File: config.mk
export PLATFORM = sky130hd
export DESIGN_NAME = wb_unit
export DESIGN_NICKNAME = d
export VERILOG_FILES = /design/src/rtl/wb_unit.sv
export SDC_FILE = /design/constraint.sdc
export NUM_CORES = 1
export LEC_CHECK = 0
export CAP_MARGIN = 20
export CORE_ASPECT_RATIO = 1.1
export CORE_MARGIN = 3
export CORE_UTILIZATION = 45
export DETAILED_ROUTE_END_ITERATION = 10
export PLACE_DENSITY = 0.71
export SLEW_MARGIN = 20
export SYNTH_ARGS = -nofsm -noshare
export SYNTH_HDL_FRONTEND = slang
export SYNTH_SLANG_ARGS = --single-unit
File: constraint.sdc
create_clock -name clk -period 6.2 [get_ports clk]
set_clock_uncertainty 0.2 [all_clocks]
set_input_delay 0.62 -clock clk [delete_from_list [all_inputs] [get_ports clk]]
set_output_delay 0.62 -clock clk [all_outputs]
set_load 0.02 [all_outputs]
File: src/rtl/wb_unit.sv
// Writeback unit: selects integer/FP result sources, formats loads from cache data,
// and drives registered write ports for both register files. A sticky halt state ends execution.
module wb_unit #(
    parameter int DATA_W     = 32,
    parameter int REG_ADDR_W = 5,
    localparam int OFF_W     = $clog2(DATA_W / 8)
) (
    input  logic                  clk,
    input  logic                  rst_n,
    input  logic                  in_valid,
    output logic                  in_ready,
    input  logic [1:0]            register_src,
    input  logic [1:0]            fregister_src,
    input  logic                  rd_we,
    input  logic                  frd_we,
    input  logic [REG_ADDR_W-1:0] rd_num,
    input  logic [REG_ADDR_W-1:0] frd_num,
    input  logic [1:0]            load_size,
    input  logic                  load_unsigned,
    input  logic [OFF_W-1:0]      byte_offset,
    input  logic [DATA_W-1:0]     alu_result,
    input  logic [DATA_W-1:0]     falu_result,
    input  logic [DATA_W-1:0]     rs_data,
    input  logic [DATA_W-1:0]     inst_addr,
    input  logic                  halted_in,
    input  logic [DATA_W-1:0]     mem_rdata,
    input  logic                  mem_valid,
    output logic                  rf_we,
    output logic [REG_ADDR_W-1:0] rf_waddr,
    output logic [DATA_W-1:0]     rf_wdata,
    output logic                  frf_we,
    output logic [REG_ADDR_W-1:0] frf_waddr,
    output logic [DATA_W-1:0]     frf_wdata,
    output logic                  halted,
    output logic                  busy
);

    typedef enum logic [1:0] {IDLE = 2'd0, WAIT_MEM = 2'd1, HALT = 2'd2} state_t;

    typedef struct packed {
        logic [1:0]            register_src;
        logic [1:0]            fregister_src;
        logic                  rd_we;
        logic                  frd_we;
        logic [REG_ADDR_W-1:0] rd_num;
        logic [REG_ADDR_W-1:0] frd_num;
        logic [1:0]            load_size;
        logic                  load_unsigned;
        logic [OFF_W-1:0]      byte_offset;
        logic [DATA_W-1:0]     alu_result;
        logic [DATA_W-1:0]     falu_result;
        logic [DATA_W-1:0]     rs_data;
        logic [DATA_W-1:0]     inst_addr;
    } instr_t;

    localparam int INSTR_W = $bits(instr_t);

    // Lane 0 is the most-significant byte; halfwords start on an even lane.
    function automatic logic [DATA_W-1:0] load_format(input logic [DATA_W-1:0] data,
                                                      input logic [1:0]        size,
                                                      input logic              uns,
                                                      input logic [OFF_W-1:0]  off);
        logic [7:0]        b;
        logic [15:0]       h;
        logic [DATA_W-1:0] r;
        b = 8'h00;
        h = 16'h0000;
        for (int k = 0; k < DATA_W / 8; k++) begin
            b = (off == OFF_W'(k)) ? data[DATA_W-1-8*k -: 8] : b;
            h = ((k % 2 == 0) && ((off >> 1) == OFF_W'(k >> 1))) ? data[DATA_W-1-8*k -: 16] : h;
        end
        case (size)
            2'b00:   r = uns ? {{(DATA_W-8){1'b0}}, b} : {{(DATA_W-8){b[7]}}, b};
            2'b01:   r = uns ? {{(DATA_W-16){1'b0}}, h} : {{(DATA_W-16){h[15]}}, h};
            default: r = data;
        endcase
        return r;
    endfunction

    state_t                state_q, state_d;
    instr_t                lat_q, lat_d, cur_s, sel_s;
    logic                  need_mem_s, commit_s;
    logic [DATA_W-1:0]     load_val_s, int_data_s, fp_data_s;
    logic                  rf_we_q, rf_we_d, frf_we_q, frf_we_d;
    logic [REG_ADDR_W-1:0] rf_waddr_q, rf_waddr_d, frf_waddr_q, frf_waddr_d;
    logic [DATA_W-1:0]     rf_wdata_q, rf_wdata_d, frf_wdata_q, frf_wdata_d;

    assign cur_s = '{register_src, fregister_src, rd_we, frd_we, rd_num, frd_num, load_size,
                     load_unsigned, byte_offset, alu_result, falu_result, rs_data, inst_addr};
    // While waiting on memory the latched instruction drives the datapath.
    assign sel_s      = (state_q == WAIT_MEM) ? lat_q : cur_s;
    assign need_mem_s = (rd_we && (register_src == 2'b01)) || (frd_we && (fregister_src == 2'b10));
    assign load_val_s = load_format(mem_rdata, sel_s.load_size, sel_s.load_unsigned, sel_s.byte_offset);

    // Per-port source selection.
    always_comb begin
        int_data_s = alu_result;
        fp_data_s  = falu_result;
        case (sel_s.register_src)
            2'b00:   int_data_s = sel_s.alu_result;
            2'b01:   int_data_s = load_val_s;
            2'b10:   int_data_s = sel_s.inst_addr + DATA_W'(4);
            default: int_data_s = sel_s.falu_result;
        endcase
        case (sel_s.fregister_src)
            2'b01:   fp_data_s = sel_s.rs_data;
            2'b10:   fp_data_s = load_val_s;
            default: fp_data_s = sel_s.falu_result;
        endcase
    end

    // State register.
    always_ff @(posedge clk or negedge rst_n) begin
        if (!rst_n) begin
            state_q <= IDLE;
        end else begin
            state_q <= state_d;
        end
    end

    // Next-state logic.
    always_comb begin
        state_d = state_q;
        case (state_q)
            IDLE: begin
                if (in_valid && halted_in) begin
                    state_d = HALT;
                end else if (in_valid && need_mem_s) begin
                    state_d = WAIT_MEM;
                end else begin
                    state_d = IDLE;
                end
            end
            WAIT_MEM: state_d = mem_valid ? IDLE : WAIT_MEM;
            HALT:     state_d = HALT;
            default:  state_d = IDLE;
        endcase
    end

    // Output/next-value logic for the write ports and the pending-load latch.
    always_comb begin
        commit_s = 1'b0;
        lat_d    = lat_q;
        case (state_q)
            IDLE: begin
                commit_s = in_valid && !halted_in && !need_mem_s;
                if (in_valid && !halted_in && need_mem_s) begin
                    lat_d = cur_s;
                end else begin
                    lat_d = lat_q;
                end
            end
            WAIT_MEM: commit_s = mem_valid;
            default:  commit_s = 1'b0;
        endcase
        rf_we_d     = commit_s && sel_s.rd_we && (sel_s.rd_num != {REG_ADDR_W{1'b0}});
        frf_we_d    = commit_s && sel_s.frd_we;
        rf_waddr_d  = rf_we_d  ? sel_s.rd_num  : rf_waddr_q;
        rf_wdata_d  = rf_we_d  ? int_data_s    : rf_wdata_q;
        frf_waddr_d = frf_we_d ? sel_s.frd_num : frf_waddr_q;
        frf_wdata_d = frf_we_d ? fp_data_s     : frf_wdata_q;
    end

    // Write-port and latch registers.
    always_ff @(posedge clk or negedge rst_n) begin
        if (!rst_n) begin
            lat_q       <= instr_t'({INSTR_W{1'b0}});
            rf_we_q     <= 1'b0;
            rf_waddr_q  <= {REG_ADDR_W{1'b0}};
            rf_wdata_q  <= {DATA_W{1'b0}};
            frf_we_q    <= 1'b0;
            frf_waddr_q <= {REG_ADDR_W{1'b0}};
            frf_wdata_q <= {DATA_W{1'b0}};
        end else begin
            lat_q       <= lat_d;
            rf_we_q     <= rf_we_d;
            rf_waddr_q  <= rf_waddr_d;
            rf_wdata_q  <= rf_wdata_d;
            frf_we_q    <= frf_we_d;
            frf_waddr_q <= frf_waddr_d;
            frf_wdata_q <= frf_wdata_d;
        end
    end

    assign in_ready  = rst_n && (state_q == IDLE);
    assign busy      = (state_q == WAIT_MEM);
    assign halted    = (state_q == HALT);
    assign rf_we     = rf_we_q;
    assign rf_waddr  = rf_waddr_q;
    assign rf_wdata  = rf_wdata_q;
    assign frf_we    = frf_we_q;
    assign frf_waddr = frf_waddr_q;
    assign frf_wdata = frf_wdata_q;

endmodule

======== Yosys cells after proc, flatten, opt, wreduce, memory -nomap -nowiden ========
Index checks and enable logic that the tools add are counted.
word-level totals
  register bits ........................... 227
  input bits .............................. 186
  output and inout port bits .............. 79
  word-level logic and storage cells ...... 71
cells by class
  add/subtract/negate cells ............... 1
  eq/ne operators ......................... 12
  muxes and demuxes ....................... 17
  reductions and logical operators ........ 21
operators by type and width
  cell                                                             count
  149-bit two-way mux                                              1
  32-bit one-hot mux with 2 select lines                           2
  32-bit one-hot mux with 3 select lines                           1
  32-bit two-way mux                                               2
  32-bit by 3-bit adder with 32-bit output, second input constant  1
  16-bit two-way mux                                               2
  8-bit two-way mux                                                4
  2-bit by 1-bit == test with 1-bit output, second input constant  6
  2-bit == test, second input constant                             6
  1-bit logical AND                                                11
  2-bit logical NOT                                                5
  2-bit one-hot mux with 3 select lines                            1
  5-bit nonzero test                                               1
  1-bit logical NOT                                                2
  1-bit two-way mux                                                2
  2-bit two-way mux                                                1
  1-bit one-hot mux with 2 select lines                            1
  2-bit AND reduction                                              1
  1-bit logical OR                                                 1

======== Depth between registers and ports, before layout ========
  depth after elaboration ................. 10
  gate-level depth with buffers ........... 19
  gate-level depth less buffers ........... 12

======== Least setup slack after synthesis ========
Ideal clock, no wire load.
  path type ............................... reg2reg
  start ................................... reg state_q[1]
  end ..................................... reg rf_wdata_q[22] (netlist: rf_wdata[22])
  library setup time ...................... 0.130 ns
  arrival ................................. 3.787 ns
  required time ........................... 5.870 ns
  slack ................................... 2.083 ns
  stages on the path, launching flop included .. 19
  path buffers ............................ 6
  period minus slack after synthesis ...... 4.117 ns
  cells stage by stage .................... dfrtp_1 -> nand2b_1 -> buf_6 -> inv_4 -> buf_6 -> buf_2 -> buf_2 -> clkbuf_1 -> clkbuf_1 -> nand2_1 -> nand2_1 -> ha_1 -> and4b_1 -> a31oi_1 -> nand3b_1 -> nor4_1 -> xor2_1 -> a221oi_1 -> a21oi_1
between the ends
  cells in the longest elaborated chain, start to end .. 10
  elaborated cells between the ends (all ways) .. 28
  classes of those cells .................. 1 x add/sub; 7 x eq/ne; 12 x mux; 8 x reduce/logical
ends and longest elaborated chain
  item                                                                                              line  RTL
  start: declaration                                                                                80    state_t state_q, state_d;
  start signal: assignment                                                                          117   state_q <= state_d;
  2-bit by 1-bit == test with 1-bit output (*)                                                      --
  via busy                                                                                          35    output logic busy
  parallel branches: the longest is 9 deep, another holds 32-bit by 3-bit adder with 32-bit output  --
  end signal: assignment                                                                            170   rf_wdata_q <= {DATA_W{1'b0}};
  end signal: assignment                                                                            178   rf_wdata_q <= rf_wdata_d;
  end: declaration                                                                                  86    logic [DATA_W-1:0] rf_wdata_q, rf_wdata_d, frf_wdata_q, frf_wdata_d;
Mark *: on every way through the listed nets, which the timed path passes.
A chain may end at the register's enable or synchronous reset.

======== Final worst setup path ========
  start ................................... reg state_q[1]
  end ..................................... reg rf_wdata_q[8] (netlist: rf_wdata[8])
between the ends
  cells in the longest elaborated chain, start to end .. 10
  elaborated cells between the ends (all ways) .. 28
  classes of those cells .................. 1 x add/sub; 7 x eq/ne; 12 x mux; 8 x reduce/logical
ends and longest elaborated chain
  item
  parallel branches: the longest is 10 deep, another holds 32-bit by 3-bit adder with 32-bit output
Parallel ways; which one is timed is not known.

==> impl_metrics.toml <==
[placement]
dpl.hpwl_um = 34200
gp_congestion = 0.933
post-place-ws_ns = 1.69
numPortBuffers = 264
dp.cells = 1858

[synth]
synthTopCellsByArea = "dfrtp_1, mux2_2, nand2_1"
yosysUniqueCellTypes = 83
synth_most_common_cell = "nand2_1"
synth_top_cell_area_share = 0.435
syn-mean-instance-area_um2 = 9.96
syn_inst = 1311
synth_edf_count = 0
yosysWarnings = 0
seq_area_frac_synth = 0.435
synth_commonest_cells = "nand2_1, dfrtp_1, mux2_2"
synth_fp_nets = 1500
synth_ff_type = "dfrtp_1"
synth-seq-cells = 227
yosys.area.top_type = "dfrtp_1"
async_reset_ff_frac = 1.00
syn_area_mm2 = 0.0131

[finish]
layout.cells.non_filler = 1906
utilization = 0.595
fin_nets = 1713
nFillCells = 2389
area_delta_synth_final_pct = 28.4
num_antenna_cells = 0
drive_gt1_frac = 0.167

[power_and_ir_drop]
ir_drop_uv = 223
p_switching_mw = 1.44
clockPowerShare = 0.345
p_seq_frac = 0.411
p_leak_nw = 7.28
p_int_mw = 3.40
finalPower_mw = 4.84
powerDensity_mw_per_mm2 = 288
combPwrFrac = 0.243
netSwitchingFraction = 0.297

[sta]
fin_setup_tns_ns = 0
worstMarginPinSlew_ns = 1.18
drv_slew = 0
final.setup.worst_slack_ns = 1.57
max_freq_mhz = 216
finalCritPeriodShare = 0.747
slew-limit-headroom = 0.211
rsz0062_at_grt = "false"
setup_viol = 0
finalHoldViolations = 0
finalCriticalPeriod_ns = 4.63

[floorplan]
die_h_um = 185
start_util = 0.463
std_cell_rows = 64
die_area_mm2 = 0.0311
die_w_um = 168
core-area_mm2 = 0.0282
ios = 265

[job]
cap_violations = 0

[worst_setup_path]
required_ns = 6.39
critPathTopFamily = "compound AO/OA/AOI/OAI gates"
arrival_ns = 4.82
path_class = "reg2reg"
slowest_stage = "mux2i_1"
slowest_delay_ns = 0.90
crit_buf_inv = 1
worst_setup_path_start_kind = "flip-flop"
path_cells = "nand2b_4, inv_6, mux2i_1, o21ai_1, a221o_1, a2111oi_0, o21ai_0"
crit_path_max_fanout = 90
critPathCaptureType = "flip-flop"

[cts]
clkSlewWorstSetupHoldPaths_ns = 0.06
insertion_delay_ns = 0.53
cts_setup_buffers = 0
clockBufferDepth = 3
numCtsBuffers = 26
root_buffer = "clkbuf_16"
clock_sinks = 227
h-tree-depth = 1
cts_tree = "yes"

[routing]
drt_pass1_iterations = 5
wl_per_cell_um = 24.3
dr_total_vias = 11544
wl_um = 46400
final_antenna_net_count = 0
vias_per_cell = 6.06
dr.first_iter.drc_count = 1233
drc = 0

[grt]
grt_pass1_vias = 11103
antenna_found_initial = 0
grt_usage = 0.287
grt-ovfl-total = 0
grt_max_degree = 95
grt_pass1_wl_um = 68800

[min_path]
hp-class = "reg2reg"

[outcome]
outcome = "finished, final reports clean"
-- cell type report --
type / count / area (um2) / share of cell area
clock buffer: 40 / 795 / 0.0474
clock inverter: 7 / 140 / 0.00836
inverter: 15 / 62.6 / 0.00373
multi-input combinational: 976 / 6890 / 0.411
sequential: 227 / 5680 / 0.339
tap: 363 / 454 / 0.0271
timing repair buffer: 278 / 2760 / 0.164
-- metal layers --
metal	up-vias	track usage	routed length, um
li1	5214	-	-
met1	5700	0.392	19200
met2	553	0.459	21500
met3	77	0.0644	4210
met4	0	0.0890	1510
met5	-	0	0
-- timing repair --
item | CTS | global route
resized for setup | 0 | 0
hold buffers | 1 | 0
hold endpoints to repair | 91 | 0
-- final timing paths --
path	startpoint	end	slack, ns	cells past startpoint
min in group asynchronous	rst_n	frf_we	0.52	2
min	lat_q[21]	lat_q[21]	0.30	1
max reg2reg	state_q[1]	rf_wdata[8]	1.57	7
max in group asynchronous	rst_n	rf_waddr[0]	3.90	3
max	state_q[1]	rf_wdata[8]	1.57	7
min reg2reg	lat_q[21]	lat_q[21]	0.30	1
-- stage by stage --
stage,hold slack [ns],cell area [um2]
after global routing,0.315,16800
after detailed placement,0.295,15800
after floorplan,0.124,13100
after CTS,0.308,16800
final,0.303,16800
after global placement,0.279,15800
-- cell usage in the layout (no fill, tap or decap), types with 12 or more instances in the layout --
cell type and count:
a311oi_1 12, dfrtp_1 227, buf_4 13, nor2_1 49, mux2i_1 61, nand2_1 246
a22o_1 15, mux2_2 154, a221oi_1 15, a211oi_1 18, nand3_1 22, a31oi_1 22
inv_1 12, a221o_1 15, a21oi_1 138, o21ai_0 27, clkbuf_16 27, nor3_1 15
clkdlybuf4s50_1 263
-- power by group through the flow --
stage / combinational (mW) / sequential, mW / clock (mW)
2_1_floorplan: 0.411 / 2.09 / 0
5_1_grt: 1.26 / 2.01 / 1.75
3_3_place_gp: 1.15 / 2.00 / 0
6_report: 1.18 / 1.99 / 1.67
4_1_cts: 1.18 / 1.98 / 1.69
3_5_place_dp: 1.17 / 2.01 / 0
-- state kept, by name (all words and copies together) (netlist names) --
| signal | flops |
|---|---|
| frf_waddr | 5 |
| frf_wdata | 32 |
| frf_we | 1 |
| lat_q | 149 |
| rf_waddr | 5 |
| rf_wdata | 32 |
| rf_we | 1 |
| state_q | 2 |
-- worst register-to-register path: cells and delay by family, from the launching register on --
| family | cells | cell delay (ns) |
|---|---|---|
| flip-flops | 1 | 0.46 |
| AO/OA/AOI/OAI | 4 | 1.60 |
| multiplexers | 1 | 0.96 |
| buffers and inverters | 1 | 0.78 |
| AND/OR/NAND/NOR | 1 | 0.50 |
-- logic make-up (layout without fill, tap and decap cells) --
kind of cell | after synthesis | in the layout | synth area share
DFF | 227 | 227 | 0.435
and+or+nand+nor | 397 | 397 | 0.139
muxes | 231 | 231 | 0.204
buffers and inverters | 108 | 340 | 0.0398
xor gates and xnor gates | 19 | 19 | 0.0127
adders and majority gates | 3 | 3 | 0.00287
AOI/OAI and AO/OA | 326 | 326 | 0.167
(Power assumes the default switching activity.)
